`config.mk`:
```
export PLATFORM = sky130hd
export DESIGN_NAME = restrict_mac_flat
export DESIGN_NICKNAME = d
export VERILOG_FILES = /design/src/rtl/restrict_mac_if.sv /design/src/rtl/restrict_mac.sv /design/src/flat_wrapper.sv
export SDC_FILE = /design/constraint.sdc
export NUM_CORES = 1
export LEC_CHECK = 0
export CAP_MARGIN = 20
export CORE_MARGIN = 5
export CORE_UTILIZATION = 23
export CTS_BUF_LIST = sky130_fd_sc_hd__clkbuf_8
export DETAILED_ROUTE_END_ITERATION = 8
export SLEW_MARGIN = 20
export SYNTH_ARGS = -nofsm -noshare
export SYNTH_HDL_FRONTEND = slang
export SYNTH_SLANG_ARGS = --single-unit
```
`constraint.sdc`:
```
create_clock -name clk -period 6.3 [get_ports clk]
set_input_delay 0.63 -clock clk [delete_from_list [all_inputs] [get_ports clk]]
set_output_delay 0.63 -clock clk [all_outputs]
set_load 0.03 [all_outputs]
```
`src/rtl/restrict_mac_if.sv`:
```
// Sample/weight/result bundle between the convolution feeder and a restrict_mac element.
// The feeder owns img/ker/val. The MAC owns the accumulated result.
interface restrict_mac_if #(
    parameter int IMG_WIDTH = 16,
    parameter int KER_WIDTH = 16
);
    logic signed [IMG_WIDTH-1:0]           img;
    logic signed [KER_WIDTH-1:0]           ker;
    logic                                  val;
    logic signed [IMG_WIDTH+KER_WIDTH:0]   result;

    modport master (output img, output ker, output val, input  result);
    modport slave  (input  img, input  ker, input  val, output result);
endinterface

```
`src/rtl/restrict_mac.sv`:
```
// Pipelined signed multiply-accumulate element: capture, retime, multiply, accumulate, register.
// Define RESTRICT_MAC_SATURATE_EN to clamp the accumulator instead of letting it wrap.
module restrict_mac #(
    parameter int IMG_WIDTH = 16,
    parameter int KER_WIDTH = 16
) (
    input  logic           clk,
    input  logic           rst,
    restrict_mac_if.slave  bus
);
    localparam int PW = IMG_WIDTH + KER_WIDTH;
    localparam int AW = PW + 1;

    logic signed [IMG_WIDTH-1:0] img_1p_d, img_1p_q, img_2p_d, img_2p_q;
    logic signed [KER_WIDTH-1:0] ker_1p_d, ker_1p_q, ker_2p_d, ker_2p_q;
    logic signed [PW-1:0]        img_ext, ker_ext;
    logic signed [PW-1:0]        product_3p_d, product_3p_q;
    logic signed [AW-1:0]        acc_4p_d, acc_4p_q;
    logic signed [AW-1:0]        result_d, result_q;
`ifdef RESTRICT_MAC_SATURATE_EN
    logic        [AW:0]          sum_full;
`endif

    always_comb begin
        // A non-valid cycle captures zeros so it contributes a zero product.
        img_1p_d = bus.val ? bus.img : '0;
        ker_1p_d = bus.val ? bus.ker : '0;
        img_2p_d = img_1p_q;
        ker_2p_d = ker_1p_q;

        img_ext      = {{KER_WIDTH{img_2p_q[IMG_WIDTH-1]}}, img_2p_q};
        ker_ext      = {{IMG_WIDTH{ker_2p_q[KER_WIDTH-1]}}, ker_2p_q};
        product_3p_d = img_ext * ker_ext;

`ifdef RESTRICT_MAC_SATURATE_EN
        // One guard bit above the accumulator reveals overflow in either direction.
        sum_full = {acc_4p_q[AW-1], acc_4p_q} + {{2{product_3p_q[PW-1]}}, product_3p_q};
        if (sum_full[AW] != sum_full[AW-1]) begin
            acc_4p_d = sum_full[AW] ? {1'b1, {PW{1'b0}}} : {1'b0, {PW{1'b1}}};
        end else begin
            acc_4p_d = sum_full[AW-1:0];
        end
`else
        acc_4p_d = acc_4p_q + {product_3p_q[PW-1], product_3p_q};
`endif

        result_d = acc_4p_q;
    end

    always_ff @(posedge clk or posedge rst) begin
        if (rst) begin
            img_1p_q     <= '0;
            ker_1p_q     <= '0;
            img_2p_q     <= '0;
            ker_2p_q     <= '0;
            product_3p_q <= '0;
            acc_4p_q     <= '0;
            result_q     <= '0;
        end else begin
            img_1p_q     <= img_1p_d;
            ker_1p_q     <= ker_1p_d;
            img_2p_q     <= img_2p_d;
            ker_2p_q     <= ker_2p_d;
            product_3p_q <= product_3p_d;
            acc_4p_q     <= acc_4p_d;
            result_q     <= result_d;
        end
    end

    assign bus.result = result_q;
endmodule

```
`src/flat_wrapper.sv`:
```
// flat-port wrapper written by rule: the top's interface ports become plain ports
module restrict_mac_flat 
#(
    parameter int IMG_WIDTH = 16,
    parameter int KER_WIDTH = 16
)
  (clk, rst, bus_img, bus_ker, bus_val, bus_result);
  restrict_mac_if #(.IMG_WIDTH(IMG_WIDTH), .KER_WIDTH(KER_WIDTH)) bus_i ();
  input  logic clk;
  input  logic rst;
  input wire logic [$bits(bus_i.img)-1:0] bus_img;
  input wire logic [$bits(bus_i.ker)-1:0] bus_ker;
  input wire logic [$bits(bus_i.val)-1:0] bus_val;
  output wire logic [$bits(bus_i.result)-1:0] bus_result;
  assign bus_i.img = bus_img;
  assign bus_i.ker = bus_ker;
  assign bus_i.val = bus_val;
  assign bus_result = bus_i.result;
  restrict_mac #(.IMG_WIDTH(IMG_WIDTH), .KER_WIDTH(KER_WIDTH)) u_core (.clk(clk), .rst(rst), .bus(bus_i));
endmodule
```
==> PnR_summary.wiki, run 1 <==
{| class="wikitable"
! Metric !! Value
|-
| Run status || finished clean
|-
| Overall routed net length || 36.2 mm
|-
| First-pass iteration count of the detailed router || 4
|-
| Setup-failing EPs final || 0
|-
| Classification of the worst setup path || reg -> reg
|-
| Top cells by area, synth || sky130_fd_sc_hd__fa_1 (34%), sky130_fd_sc_hd__dfrtp_1 (26%), sky130_fd_sc_hd__ha_1 (9.2%)
|-
| Clk Latency, worst-skew pair || 0.52 ns
|-
| Clock-pin slew on the worst setup and hold paths || around 0.10 ns
|-
| Cell Count, Final, Fillers Out || approximately 2.5k
|-
| Max-slew violation count || 0
|-
| Mapped cell area || around 0.016 mm²
|-
| Setup TNS || 0 ns
|-
| Seq/Total Area, Yosys || around a quarter
|-
| Endpoint of the most critical register-to-register path || u_core.product_3p_q[31]
|-
| Crit-path cells || buf_4 -> and2_1 -> fa_1 -> inv_1 -> fa_1 -> fa_1 -> fa_1 -> inv_1 -> fa_1 -> inv_1 -> fa_1 -> inv_1 -> ha_1 -> o21a_1 -> o21a_1 -> o21ai_1 -> nand2b_1 -> o2111a_2 -> o21ai_4 -> a21oi_2 -> o31a_1 -> nor4_2 -> a311oi_1
|-
| Yosys warning total || 0
|-
| Starting density of the core || 23.2%
|-
| Headroom to the max-slew limit || between 40 and 50%
|-
| Post-place setup slack || -0.0466 ns
|-
| Fraction of layout instances using a drive strength above 1 || between 10% and 20%
|-
| Worst setup path end || u_core.product_3p_q[31]
|-
| P per Cell Area || between 300 and 400 mW/mm²
|-
| First-pass GRT wire length || 60.1 mm
|-
| Ratio of final minimum period to clock period || a little over nine tenths
|-
| Maximum number of pins on one net before global-route repair || 87
|-
| Vertical die dimension || between 200 and 300 µm
|-
| Die ar. || 0.0730 mm²
|-
| H-tree depth || 4
|-
| Final net count || 2,044
|-
| Placer Congestion || roughly 0.9
|-
| Residual DRC count || 0
|-
| Fin crit period || 6.12 ns
|-
| Antenna viol nets, final || 0
|-
| Post-Syn Nets || 1,893
|-
| DR WL/cell || 14.4 µm
|-
| Post-synthesis cell type count || 53
|-
| Growth of design area from synthesis to finish || 19.5%
|-
| Setup crit start || u_core.img_2p_q[5]
|-
| Total power after layout || 6.26 mW
|-
| Final setup skew || 0.0144 ns
|-
| Hold violation count in the final report || 0
|-
| Leakage power summed over all cells || about 9.1 nW
|-
| Clock tree from TritonCTS || yes
|-
| CTS root buffer || sky130_fd_sc_hd__clkbuf_8
|-
| RSZ-0062 raised after global routing || true
|-
| Inst Count DP || around 2.5k
|-
| Crit start category || register
|-
| Top cell type's share of synthesized area || 33.8%
|-
| Least setup slack across all paths after layout || 0.182 ns
|-
| Number of synthesized flops with an enable pin || 0
|-
| IO Count || 68
|-
| Register bit total from synthesis || ~160
|-
| Initial drt markers || 670
|-
| Vias after detailed routing || 10.2k
|-
| TritonCTS Buffers || 17
|-
| Maximum Capacitance Violations || 0
|-
| Cell accounting for the most synthesized area || sky130_fd_sc_hd__fa_1
|-
| Clock buffer depth || 2
|-
| CTS sink cnt || between 150 and 200
|-
| Async SR Flop Fraction || 100%
|-
| Critical path arrival || between 6 and 7 ns
|-
| CORE AREA || 0.0672 mm²
|-
| Standard-cell rows || 95
|-
| Detailed Place HPWL || 29.6 mm
|-
| Total inserted antenna cells || 0
|-
| Tightest Hold Check Type || reg -> reg
|-
| Horizontal extent of the die || 270 µm
|-
| Worst endpoint required time || ~6.7 ns
|-
| Slowest CP cell || sky130_fd_sc_hd__fa_1
|-
| Global-route usage over all layers || 10.2%
|-
| Cell count after synthesis || 1,481
|-
| Via count of the first global-routing pass || 11.4k
|-
| Setup slack on the worst flop-to-flop path || about 0.18 ns
|-
| Highest ir drop seen on vdd || 0.161 mV
|-
| Worst Tran Pin Value || just under 0.9 ns
|-
| Logic depth of the worst register-to-register path || 23
|-
| Number of antenna violations at the first check in global routing || 0
|-
| Endpoint type of the worst setup path || register
|-
| Launching point of the worst reg2reg path || u_core.img_2p_q[5]
|-
| Port-buffer cells || 67
|-
| Most repeated library cell on the critical path || sky130_fd_sc_hd__fa_1
|-
| Average vias per placed instance || 4.04
|-
| Post-Syn Area per Cell || roughly 11 µm²
|-
| Highest clock frequency the design can meet || 0.163 GHz
|-
| Largest driver fanout on the critical path || 4
|-
| Sum of overflow across all layers after global routing || 0
|-
| Delay contributed by the slowest stage of the critical path || between 0.5 and 0.6 ns
|-
| Most used flip-flop cell after synthesis || sky130_fd_sc_hd__dfrtp_1
|}
-- how the worst min path moves through the flow --
stage,cells after the start,endpoint,startpoint,slack (ns)
after global routing,0,u_core.img_2p_q[2],u_core.img_1p_q[2],0.36
after CTS,0,u_core.ker_2p_q[12],u_core.ker_1p_q[12],0.35
final,0,u_core.img_2p_q[4],u_core.img_1p_q[4],0.35
after detailed placement,0,u_core.img_2p_q[5],u_core.img_1p_q[5],0.33
after global placement,0,u_core.img_2p_q[5],u_core.img_1p_q[5],0.33
after floorplan,0,u_core.img_2p_q[0],u_core.img_1p_q[0],0.33
-- through the flow --
step	hold WS (ns)	instance area [µm²]	util [%]
2_1_floorplan	0.331	15600	-
3_3_place_gp	0.334	17800	26.5
3_5_place_dp	0.335	17800	26.5
4_1_cts	0.355	18200	27.1
5_1_grt	0.357	18600	27.7
6_report	0.352	18600	27.7
-- registers in the layout (all words and copies together) (netlist names) --
| register | count |
|---|---|
| u_core.acc_4p_q | 33 |
| u_core.bus.result | 33 |
| u_core.img_1p_q | 16 |
| u_core.img_2p_q | 16 |
| u_core.ker_1p_q | 16 |
| u_core.ker_2p_q | 16 |
| u_core.product_3p_q | 32 |
-- cell type report --
class / instances / area [µm²]
Sequential cell: 162 / 4090
Tap cell: 873 / 1090
Timing Repair Buffer: 168 / 1540
Clock inverter: 14 / 155
Multi-Input combinational cell: 977 / 10300
Clock buffer: 17 / 234
Fill cell: 6944 / 48600
Inverter: 306 / 1150
-- cells in the mapped netlist, types with 6 or more instances --
cell type,count
sky130_fd_sc_hd__xnor2_1,44
sky130_fd_sc_hd__and2_1,161
sky130_fd_sc_hd__ha_1,114
sky130_fd_sc_hd__and3_1,6
sky130_fd_sc_hd__nand2b_1,13
sky130_fd_sc_hd__a21oi_1,47
sky130_fd_sc_hd__nor2_1,38
sky130_fd_sc_hd__fa_1,263
sky130_fd_sc_hd__inv_1,306
sky130_fd_sc_hd__a21o_1,23
sky130_fd_sc_hd__nand2_1,136
sky130_fd_sc_hd__o21ai_0,24
sky130_fd_sc_hd__xor2_1,20
sky130_fd_sc_hd__clkbuf_1,35
sky130_fd_sc_hd__dfrtp_1,162
sky130_fd_sc_hd__nand3_1,6
sky130_fd_sc_hd__o21a_1,10
-- cell usage in the layout (no fill, tap or decap), types with 9 or more instances in the layout --
cell	synthesis	layout
sky130_fd_sc_hd__ha_1	114	110
sky130_fd_sc_hd__a21o_1	23	23
sky130_fd_sc_hd__fa_1	263	254
sky130_fd_sc_hd__nand2_1	136	136
sky130_fd_sc_hd__nand2b_1	13	13
sky130_fd_sc_hd__clkdlybuf4s50_1	0	67
sky130_fd_sc_hd__xnor2_1	44	44
sky130_fd_sc_hd__a21oi_1	47	45
sky130_fd_sc_hd__inv_1	306	305
sky130_fd_sc_hd__o21a_1	10	10
sky130_fd_sc_hd__fa_2	0	9
sky130_fd_sc_hd__xor2_1	20	20
sky130_fd_sc_hd__o21ai_0	24	23
sky130_fd_sc_hd__dfrtp_1	162	139
sky130_fd_sc_hd__and2_1	161	159
sky130_fd_sc_hd__clkbuf_8	0	17
sky130_fd_sc_hd__buf_4	0	88
sky130_fd_sc_hd__nor2_1	38	38
sky130_fd_sc_hd__dfrtp_2	0	22
-- layer usage --
layer / up-vias / track usage, % / routed length (µm) / part of all wire, %
li1: 4791 / - / - / -
met1: 5157 / 13.5 / 16500 / 46
met2: 184 / 17.5 / 17800 / 49
met3: 36 / 1.65 / 1230 / 3.4
met4: 2 / 2.56 / 607 / 1.7
met5: - / 0 / 32 / 0.089
-- what timing repair did --
action	CTS	global route
gates resized for setup	5	53
pin swaps	0	29
hold buffers	0	0
endpoints found under the setup margin	2	9
setup buffers	0	29
-- critical path, delay by kind of cell (launching register included) --
kind	cells	cell delay, ns
DFF	1	0.52
buffers and inverters	5	0.39
AOI/OAI and AO/OA	8	1.36
and+or+nand+nor	3	0.53
adders and majority gates	7	3.17
-- power breakdown --
part | switching [mW] | total (mW) | internal [mW]
combinational | 2.15 | 3.88 | 1.73
clock | 0.436 | 0.791 | 0.355
sequential | 0.175 | 1.59 | 1.41
total | 2.76 | 6.26 | 3.50
-- cells by family after synthesis --
| logic type | synth area share [%] |
|---|---|
| fa+ha+maj | 43.0 |
| compound gates | 6.51 |
| xor+xnor | 3.60 |
| simple gates | 12.6 |
| flops | 26.0 |
| buf+inv | 8.26 |
(Power assumes the default switching activity.)
==> run 2, diff against run 1 <==
- PLACE_DENSITY: not set -> 0.38
==> run 2 against run 1 <==
Cell area up 1.4%; largest cell class unchanged; critical path type unchanged; total power grew 2.7%; setup slack got worse by 0.013 ns; clock skew is 0.034 ns higher; flip-flop and latch count did not move.
==> PnR_summary.wiki, run 2 (synthesis gave the netlist of run 1 again) <==
{| class="wikitable"
! Metric !! Value
|-
| Classification of the worst setup path || reg -> reg
|-
| Most common library cell in the layout ignoring fill and taps || sky130_fd_sc_hd__inv_1
|-
| Clk Latency, worst-skew pair || 0.57 ns (+0.05 ns)
|-
| Met3 capacity usage during global routing || 1.95% (+0.30 points)
|-
| Hold Path Cell Cnt || 0 (unchanged)
|-
| Clock buffer depth || 2 (unchanged)
|-
| Initial drt markers || 404 (-40%)
|-
| Endpoint type of the worst setup path || register
|-
| Hold worst-path end || u_core.ker_2p_q[0]
|-
| Vias after detailed routing || 10.1k (-0.27%)
|-
| TritonCTS Buffers || 17 (unchanged)
|-
| Proportion of total power due to net switching || 44.7% (+0.57 points)
|-
| Highest clock frequency the design can meet || 0.163 GHz (-0.21%)
|-
| Max-slew violation count || 0 (unchanged)
|-
| CORE AREA || 0.0672 mm² (unchanged)
|-
| Die ar. || 0.0730 mm² (unchanged)
|-
| Met1 track utilization from global routing || 15.9% (+2.3 points)
|-
| CTS sink cnt || 162 (unchanged)
|-
| Crit start category || register
|-
| DR WL/cell || 15.6 µm (+8.3%)
|-
| Maximum Capacitance Violations || 0 (unchanged)
|-
| Worst endpoint required time || 6.69 ns (about the same)
|-
| Net switching power of the design || 2.87 mW (+4.0%)
|-
| Hold violation count in the final report || 0 (unchanged)
|-
| Launching point of the worst reg2reg path || u_core.ker_2p_q[5]
|-
| Number of antenna violations at the first check in global routing || 1 (+1)
|-
| Setup TNS || 0 ns (unchanged)
|-
| Starting density of the core || 23.2% (unchanged)
|-
| Residual DRC count || 0 (unchanged)
|-
| Leading cell types in the layout, fill and taps excluded || sky130_fd_sc_hd__inv_1 (303), sky130_fd_sc_hd__fa_1 (258), sky130_fd_sc_hd__and2_1 (161), sky130_fd_sc_hd__dfrtp_1 (142), sky130_fd_sc_hd__nand2_1 (136)
|-
| Setup-failing EPs final || 0 (unchanged)
|-
| Sum of overflow across all layers after global routing || 0 (unchanged)
|-
| IO Count || 68 (unchanged)
|-
| First-pass iteration count of the detailed router || 5 (+1)
|-
| Final net count || 2,062 (+0.88%)
|-
| Via count of the first global-routing pass || 11.6k (+2.0%)
|-
| Standard-cell rows || 95 (unchanged)
|-
| Worst Tran Pin Value || 1.08 ns (+0.187 ns)
|-
| Growth of design area from synthesis to finish || 21.1%
|-
| Leakage power summed over all cells || 9.27 nW (+1.5%)
|-
| Ratio of final minimum period to clock period || 97.3% (+0.21 points)
|-
| Average vias per placed instance || 4.00 (-1.1%)
|-
| Setup slack on the worst flop-to-flop path || 0.17 ns (about the same)
|-
| Port-buffer cells || 67 (unchanged)
|-
| Clock tree from TritonCTS || yes
|-
| First-pass GRT wire length || 65.1 mm (+8.4%)
|-
| Largest driver fanout on the critical path || 12 (+8)
|-
| Storage cell area || 0.00408 mm² (-0.15%)
|-
| Endpoint of the most critical register-to-register path || u_core.product_3p_q[31]
|-
| Overall routed net length || 39.5 mm (+9.1%)
|-
| Internal || 3.55 mW (+1.6%)
|-
| Fraction of layout instances using a drive strength above 1 || 12.1% (+0.71 points)
|-
| GR peak layer || met2
|-
| Detailed Place HPWL || 32.2 mm (+8.5%)
|-
| Combinational cell fraction of total power || 61.9% (about the same)
|-
| Antenna viol nets, final || 0 (unchanged)
|-
| Final core utilization || 28.1% (+0.38 points)
|-
| Clock-pin slew on the worst setup and hold paths || 0.12 ns (+0.02 ns)
|-
| Clock power share || 13.6% (+1.0 points)
|-
| Final setup skew || 0.0484 ns (+0.0340 ns)
|-
| Startpoint of the most critical hold path || u_core.ker_1p_q[0]
|-
| H-tree depth || 4 (unchanged)
|-
| Vertical die dimension || 270 µm (unchanged)
|-
| Global-route usage over all layers || 11.4% (+1.2 points)
|-
| Maximum number of pins on one net before global-route repair || 118 (+36%)
|-
| RSZ-0062 raised after global routing || true
|-
| Critical path arrival || 6.52 ns (+0.03 ns)
|-
| Met2 usage || 18.3% (+0.83 points)
|-
| Run status || finished clean
|-
| Placer Congestion || 0.797 (-10%)
|-
| Logic depth of the worst register-to-register path || 20 (-13%)
|-
| Multi-input gate area in the final layout || 0.0104 mm² (+0.22%)
|-
| Highest ir drop seen on vdd || 0.143 mV (-11%)
|-
| Count of fill cells added during filler insertion || 7,071 (+1.8%)
|-
| Horizontal extent of the die || 270 µm (unchanged)
|-
| CTS root buffer || sky130_fd_sc_hd__clkbuf_8
|-
| P per Cell Area || 341 mW/mm² (+1.3%)
|-
| Sequential cell fraction of total power || 24.5% (-0.8 points)
|-
| Tightest Hold Check Type || reg -> reg
|-
| Fin crit period || 6.13 ns (+0.0131 ns)
|-
| Headroom to the max-slew limit || 27.2% (-13 points)
|}
run 2: cell types whose count changed in the layout (fill, tap and decap cells not counted), moves of 3 or more:
| cell | before | now |
|---|---|---|
| sky130_fd_sc_hd__clkinv_8 | 0 | 7 |
| sky130_fd_sc_hd__fa_1 | 254 | 258 |
| sky130_fd_sc_hd__ha_4 | 2 | 6 |
| sky130_fd_sc_hd__fa_2 | 9 | 5 |
| sky130_fd_sc_hd__buf_4 | 88 | 104 |
| sky130_fd_sc_hd__dfrtp_1 | 139 | 142 |
| sky130_fd_sc_hd__buf_12 | 8 | 12 |
run 2: through the flow:
| step | power, mW | setup WS, ns | hold slack (ns) | instance area (µm²) | cells |
|---|---|---|---|---|---|
| after floorplan | 4.25 | 0.125 | 0.331 | 15600 | 1481 |
| after global placement | 5.49 | 0.0323 | 0.333 | 18100 | 2488 |
| after detailed placement | 5.52 | -0.00724 | 0.335 | 18100 | 2488 |
| after CTS | 6.47 | 0.00780 | 0.350 | 18500 | 2520 |
| after global routing | 7.06 | -0.0653 | 0.359 | 18900 | 2537 |
| final | 6.43 | 0.169 | 0.346 | 18900 | 2537 |
run 2: area by class of cell:
class | instances | share of cell area (%)
inverters | 306 | 6.12
diodes | 1 | 0.0133
multi-input cells | 977 | 55.0
clock inverters | 15 | 1.12
well taps | 873 | 5.79
clock buffers | 17 | 1.24
repair buffers | 186 | 9.12
flip-flops and latches | 162 | 21.6
run 2: power by group through the flow:
stage | Combinational [mW] | Sequential (mW) | Clock, mW
2_1_floorplan | 2.49 | 1.76 | 0
3_3_place_gp | 3.88 | 1.62 | 0
3_5_place_dp | 3.90 | 1.61 | 0
4_1_cts | 3.92 | 1.59 | 0.951
5_1_grt | 4.47 | 1.62 | 0.969
6_report | 3.98 | 1.58 | 0.873
run 2: routing by layer:
metal	vias to the layer above	wire, µm
met3	34	900
met4	0	809
li1	4837	-
met2	112	18300
met5	-	0
met1	5160	19500
run 2: worst max-delay path, cell delays in order (launching register included):
cell                       delay, ns
sky130_fd_sc_hd__dfrtp_2        0.51
sky130_fd_sc_hd__buf_4          0.18
sky130_fd_sc_hd__and2_1         0.16
sky130_fd_sc_hd__fa_1           0.50
sky130_fd_sc_hd__inv_1          0.05
sky130_fd_sc_hd__fa_1           0.44
sky130_fd_sc_hd__fa_1           0.56
sky130_fd_sc_hd__inv_1          0.05
sky130_fd_sc_hd__ha_1           0.28
sky130_fd_sc_hd__fa_1           0.50
sky130_fd_sc_hd__fa_1           0.42
sky130_fd_sc_hd__ha_1           0.26
sky130_fd_sc_hd__nor4_2         0.28
sky130_fd_sc_hd__o21ai_1        0.13
sky130_fd_sc_hd__a221o_1        0.39
sky130_fd_sc_hd__o2111a_2       0.30
sky130_fd_sc_hd__o21ai_2        0.18
sky130_fd_sc_hd__a21oi_2        0.09
sky130_fd_sc_hd__o31a_1         0.32
sky130_fd_sc_hd__nor4_1         0.28
sky130_fd_sc_hd__a311oi_1       0.08
run 2: worst max-delay path by stage:
stage,start,end,cells after the start
final,u_core.ker_2p_q[5],u_core.product_3p_q[31],20
after detailed placement,u_core.ker_2p_q[4],u_core.product_3p_q[31],22
after global placement,u_core.ker_2p_q[4],u_core.product_3p_q[31],22
after global routing,u_core.img_2p_q[13],u_core.product_3p_q[31],22
after CTS,u_core.ker_2p_q[7],u_core.product_3p_q[31],22
after floorplan,u_core.img_2p_q[15],u_core.product_3p_q[31],22
run 2: repair_timing:
action / CTS / global route
resized for setup: 4 / 45
hold buffers: 0 / 0
buffers inserted: 0 / 16
cloned: 0 / 0
endpoints found under the setup margin: 1 / 7
pin swaps: 0 / 24
